### src/rtl/cond_sum_adder_pipe.sv
// Pipelined conditional-sum adder/subtractor with a valid/ready stream interface.
// Level 0 forms per-bit candidate pairs; each merge level doubles the resolved block size.
module cond_sum_adder_pipe #(
    parameter int WIDTH = 8,
    parameter int LOG2W = $clog2(WIDTH)
) (
    input  logic             clk,
    input  logic             rst,
    input  logic             in_valid,
    output logic             in_ready,
    input  logic [WIDTH-1:0] x,
    input  logic [WIDTH-1:0] y,
    input  logic             cin,
    input  logic             sub,
    output logic             out_valid,
    input  logic             out_ready,
    output logic [WIDTH-1:0] s,
    output logic             cout,
    output logic             ovf
);

    logic             adv;
    logic [LOG2W:0]   vld_reg;
    logic [LOG2W:0]   xm_reg;
    logic [LOG2W:0]   ym_reg;
    logic [WIDTH-1:0] y_inv;
    logic             c_in0;

    assign y_inv     = y ^ {WIDTH{sub}};
    assign c_in0     = sub | cin;
    assign adv       = !vld_reg[LOG2W] || out_ready;
    assign in_ready  = adv;
    assign out_valid = vld_reg[LOG2W];

    // Valid and operand sign bits ride alongside the beat through every stage.
    always_ff @(posedge clk) begin
        if (rst) begin
            vld_reg <= '0;
            xm_reg  <= '0;
            ym_reg  <= '0;
        end else if (adv) begin
            vld_reg <= {vld_reg[LOG2W-1:0], in_valid};
            xm_reg  <= {xm_reg[LOG2W-1:0], x[WIDTH-1]};
            ym_reg  <= {ym_reg[LOG2W-1:0], y_inv[WIDTH-1]};
        end
    end

    genvar gi;
    generate
        for (gi = 0; gi <= LOG2W; gi++) begin : lvl
            localparam int NB = WIDTH >> gi;
            // Candidate assuming block carry-in 0 (block 0 holds the resolved value).
            logic [WIDTH-1:0] s0_next, s0_reg;
            logic [NB-1:0]    c0_next, c0_reg;

            if (gi == 0) begin : g_sel
                always_comb begin
                    s0_next    = x ^ y_inv;
                    c0_next    = x & y_inv;
                    s0_next[0] = x[0] ^ y_inv[0] ^ c_in0;
                    c0_next[0] = (x[0] & y_inv[0]) | (c_in0 & (x[0] ^ y_inv[0]));
                end
            end else begin : g_sel
                localparam int BS = 1 << gi;
                localparam int H  = BS / 2;
                always_comb begin
                    s0_next = '0;
                    c0_next = '0;
                    for (int b = 0; b < NB; b++) begin
                        s0_next[b*BS +: H] = lvl[gi-1].s0_reg[b*BS +: H];
                        if (lvl[gi-1].c0_reg[2*b]) begin
                            s0_next[b*BS+H +: H] = lvl[gi-1].g_cand.s1_reg[b*BS+H +: H];
                            c0_next[b]           = lvl[gi-1].g_cand.c1_reg[2*b+1];
                        end else begin
                            s0_next[b*BS+H +: H] = lvl[gi-1].s0_reg[b*BS+H +: H];
                            c0_next[b]           = lvl[gi-1].c0_reg[2*b+1];
                        end
                    end
                end
            end

            always_ff @(posedge clk) begin
                if (rst) begin
                    s0_reg <= '0;
                    c0_reg <= '0;
                end else if (adv) begin
                    s0_reg <= s0_next;
                    c0_reg <= c0_next;
                end
            end

            // The carry-in-1 candidate is not needed once the word is fully resolved.
            if (gi < LOG2W) begin : g_cand
                logic [WIDTH-1:0] s1_next, s1_reg;
                logic [NB-1:0]    c1_next, c1_reg;

                if (gi == 0) begin : g_c
                    always_comb begin
                        s1_next    = ~(x ^ y_inv);
                        c1_next    = x | y_inv;
                        s1_next[0] = x[0] ^ y_inv[0] ^ c_in0;
                        c1_next[0] = (x[0] & y_inv[0]) | (c_in0 & (x[0] ^ y_inv[0]));
                    end
                end else begin : g_c
                    localparam int BS = 1 << gi;
                    localparam int H  = BS / 2;
                    always_comb begin
                        s1_next = '0;
                        c1_next = '0;
                        for (int b = 0; b < NB; b++) begin
                            s1_next[b*BS +: H] = lvl[gi-1].g_cand.s1_reg[b*BS +: H];
                            if (lvl[gi-1].g_cand.c1_reg[2*b]) begin
                                s1_next[b*BS+H +: H] = lvl[gi-1].g_cand.s1_reg[b*BS+H +: H];
                                c1_next[b]           = lvl[gi-1].g_cand.c1_reg[2*b+1];
                            end else begin
                                s1_next[b*BS+H +: H] = lvl[gi-1].s0_reg[b*BS+H +: H];
                                c1_next[b]           = lvl[gi-1].c0_reg[2*b+1];
                            end
                        end
                    end
                end

                always_ff @(posedge clk) begin
                    if (rst) begin
                        s1_reg <= '0;
                        c1_reg <= '0;
                    end else if (adv) begin
                        s1_reg <= s1_next;
                        c1_reg <= c1_next;
                    end
                end
            end
        end
    endgenerate

    assign s    = lvl[LOG2W].s0_reg;
    assign cout = lvl[LOG2W].c0_reg[0];
    assign ovf  = (xm_reg[LOG2W] == ym_reg[LOG2W]) && (s[WIDTH-1] != xm_reg[LOG2W]);

endmodule

### config.mk
export PLATFORM = sky130hd
export DESIGN_NAME = cond_sum_adder_pipe
export DESIGN_NICKNAME = d
export VERILOG_FILES = /design/src/rtl/cond_sum_adder_pipe.sv
export SDC_FILE = /design/constraint.sdc
export NUM_CORES = 1
export LEC_CHECK = 0
export CAP_MARGIN = 20
export CORE_ASPECT_RATIO = 1.5
export CORE_MARGIN = 2
export CORE_UTILIZATION = 30
export DETAILED_ROUTE_END_ITERATION = 10
export PLACE_DENSITY_LB_ADDON = 0.08
export SLEW_MARGIN = 5
export SYNTH_ARGS = -nofsm -noshare
export SYNTH_HDL_FRONTEND = slang
export SYNTH_SLANG_ARGS = --single-unit
### constraint.sdc
create_clock -name clk -period 1.7 [get_ports clk]
set_input_delay 0.17 -clock clk [delete_from_list [all_inputs] [get_ports clk]]
set_output_delay 0.17 -clock clk [all_outputs]
set_load 0.01 [all_outputs]
==> impl_metrics.tcl <==
set metrics [dict create \
    synth_area_sq_um 3780 \
    tightest_slew_ps 441 \
    vias 2722 \
    yosys-top-cells-count "nand2_1, dfxtp_1, nor2_1" \
    placed_cell_area_sq_um 4370 \
    dpl.hpwl_microns 5550 \
    viasPerCell 4.51 \
    synth_flop_cell "dfxtp_1" \
    wl_per_cell_microns 13.0 \
    port_buffers 33 \
    ys_types 19 \
    ys_top_cells_by_area "dfxtp_1, a211oi_2, nand2_1" \
    slowest_delay_ps 480 \
    final_cell_area_sq_um 4700 \
    dr.pass1.iters 4 \
    layout_min_cycle_time_ps 1590 \
    cp-start-kind "register" \
    post-place-ws_ps -45.3 \
    reg2reg_to "lvl[0].g_cand.c1_reg[7]" \
    crit_chain "nor2b_4 > inv_4 > clkdlybuf4s50_1" \
    power.switching_mw 1.09 \
    maxSlewViolCount 0 \
    setup_viol 0 \
    core_sq_um 12400 \
    fmax_mhz 628 \
    rsz0062_at_grt "false" \
    clock_latency_ps 340 \
    p_int_mw 3.92 \
    hp-start "rst" \
    synthArstFlopShare 0 \
    grt_max_degree 45 \
    endpoint_kind "output pin" \
    drv_cap 0 \
    cts_max_level 3 \
    yosysSeqAreaShare 0.460 \
    p_comb_frac 0.098 \
    critical_path_class "register to output pin" \
    synthCells 407 \
    synth-edff-count 0 \
    cts_buffers 9 \
    antennaDiodeCount 0 \
    synth_warnings 0 \
    crit_slowest_cell "clkdlybuf4s50_1" \
    ant_nets 0 \
    die_y_microns 142 \
    cp_data_arrival_time_ps 1420 \
    vdd_drop_max_v 0.000484 \
    drtIter0Drc 69 \
    grt_usage 0.128 \
    fp.dieArea_sq_um 13500 \
    relSlewSlack 0.706 \
    netlist.area_leader.share 0.460 \
    drive_gt1_frac 0.161 \
    hold_depth 2 \
    clockBufferDepth 2 \
    grt_pass1_vias 2695 \
    grt_overflow 0 \
    p_per_area_nw_per_um2 1060 \
    drc 0 \
    crit_fanout 3 \
    synth_nets 444 \
    largest_reg_flops 24 \
    start_util 0.305 \
    hold_path_class "input port to register" \
    hold_viol_final 0 \
    cts.reportedPaths.clkPinSlew_ps 60 \
    p_sw_frac 0.217 \
    cts_post_setup_buffers_inserted 0 \
    cts_root_buffer "clkbuf_16" \
    p_seq_frac 0.454 \
    worst_slack_ps 107 \
    status "finished, final reports clean" \
    synth_area_leader_cell "dfxtp_1" \
    hold_end "vld_reg[3]" \
    ys_ff_latch 87 \
    final_net_count 479 \
    fin_skew_ps 6.45 \
    ctsHoldBuffers 0 \
    cts_sinks 87 \
    gp_congestion 0.727 \
    tritoncts "done" \
    ios 34 \
    pwr-share-clk 0.448 \
    critical_path_required_ps 1530 \
    yosysMostFrequentCell "nand2_1" \
    rows 50 \
    area_growth_syn_to_layout_pct 24.3 \
    reg2reg_slack_ps 460 \
    wl_microns 7840 \
    post-route-util 0.380 \
    power.leakage_nw 1.88 \
    dieWidth_microns 95.7 \
    antenna_found_initial 0 \
    r2r_cells 6 \
    holdWs_ps 237 \
    fin_crit_sh 0.937 \
    grt_pass1_wl_microns 13300 \
    timing.rr.start "vld_reg[3]" \
    avgSynthCellArea_sq_um 9.30 \
]
-- what timing repair did --
item	in CTS	in global routing
hold endpoints to repair	0	0
setup endpoints to repair	1	0
gates resized for setup	2	0
-- kinds of logic (layout without fill, tap and decap cells) --
family | count (synthesis) | count (layout) | synth area share
DFF | 87 | 87 | 0.460
xor gates and xnor gates | 8 | 8 | 0.0185
and+or+nand+nor | 136 | 136 | 0.138
adders and majority gates | 15 | 15 | 0.0516
buffers and inverters | 46 | 86 | 0.0701
muxes | 28 | 28 | 0.0741
AOI/OAI and AO/OA | 87 | 87 | 0.187
-- cells in the final DEF, fill, tap and decap left out, types with 9 or more instances in the layout --
cell type / synthesis / layout
a211oi_1: 10 / 10
a211oi_2: 33 / 33
a21oi_1: 43 / 43
buf_4: 4 / 15
clkbuf_16: 0 / 9
clkdlybuf4s50_1: 0 / 31
dfxtp_1: 87 / 87
ha_1: 14 / 14
inv_1: 14 / 14
mux2i_1: 28 / 28
nand2_1: 88 / 88
nor2_1: 46 / 46
-- per-stage QoR --
step / instances / setup TNS, ps / total power, mW
after CTS: 603 / 0 / 5.09
after global placement: 587 / -110 / 2.82
after detailed placement: 587 / -279 / 2.82
final: 603 / 0 / 5.01
after global routing: 603 / 0 / 5.24
after floorplan: 407 / 0 / 2.62
-- cell type report --
cell class | count | area (sq um)
repair buffers | 55 | 592
fillers | 1277 | 7680
multi-input cells | 274 | 1780
inverters | 15 | 58.8
flip-flops and latches | 87 | 1740
clock buffers | 13 | 250
clock inverters | 3 | 90.1
well taps | 156 | 195
-- worst max-delay path: cells and delay by family, from the launching register on --
| kind | cells | cell delay [ps] |
|---|---|---|
| AND/OR/NAND/NOR | 1 | 200 |
| buffers and inverters | 2 | 560 |
| flip-flops | 1 | 330 |
-- layer usage --
metal / wire [microns] / part of all wire / GRT usage
met5: 0 / 0 / 0
met4: 160 / 0.020 / 0.0534
met3: 224 / 0.029 / 0.0281
met2: 4020 / 0.51 / 0.215
met1: 3430 / 0.44 / 0.155
-- power groups by stage --
| stage | combinational, mW | sequential [mW] | clock (mW) |
|---|---|---|---|
| after floorplan | 0.322 | 2.30 | 0 |
| after global placement | 0.497 | 2.32 | 0 |
| after detailed placement | 0.501 | 2.32 | 0 |
| after CTS | 0.503 | 2.28 | 2.31 |
| after global routing | 0.555 | 2.29 | 2.39 |
| final | 0.490 | 2.27 | 2.24 |
-- how the worst max path moves through the flow --
stage / start / endpoint / slack, ps / depth (start not counted)
3_3_place_gp: sub / lvl[0].g_cand.s1_reg[7] / -30 / 6
5_1_grt: vld_reg[3] / in_ready / 30 / 3
3_5_place_dp: sub / lvl[0].g_cand.s1_reg[7] / -50 / 6
4_1_cts: vld_reg[3] / in_ready / 70 / 3
6_report: vld_reg[3] / in_ready / 110 / 3
2_1_floorplan: sub / lvl[0].s0_reg[0] / 380 / 5
Power figures use the tool's default switching activity.
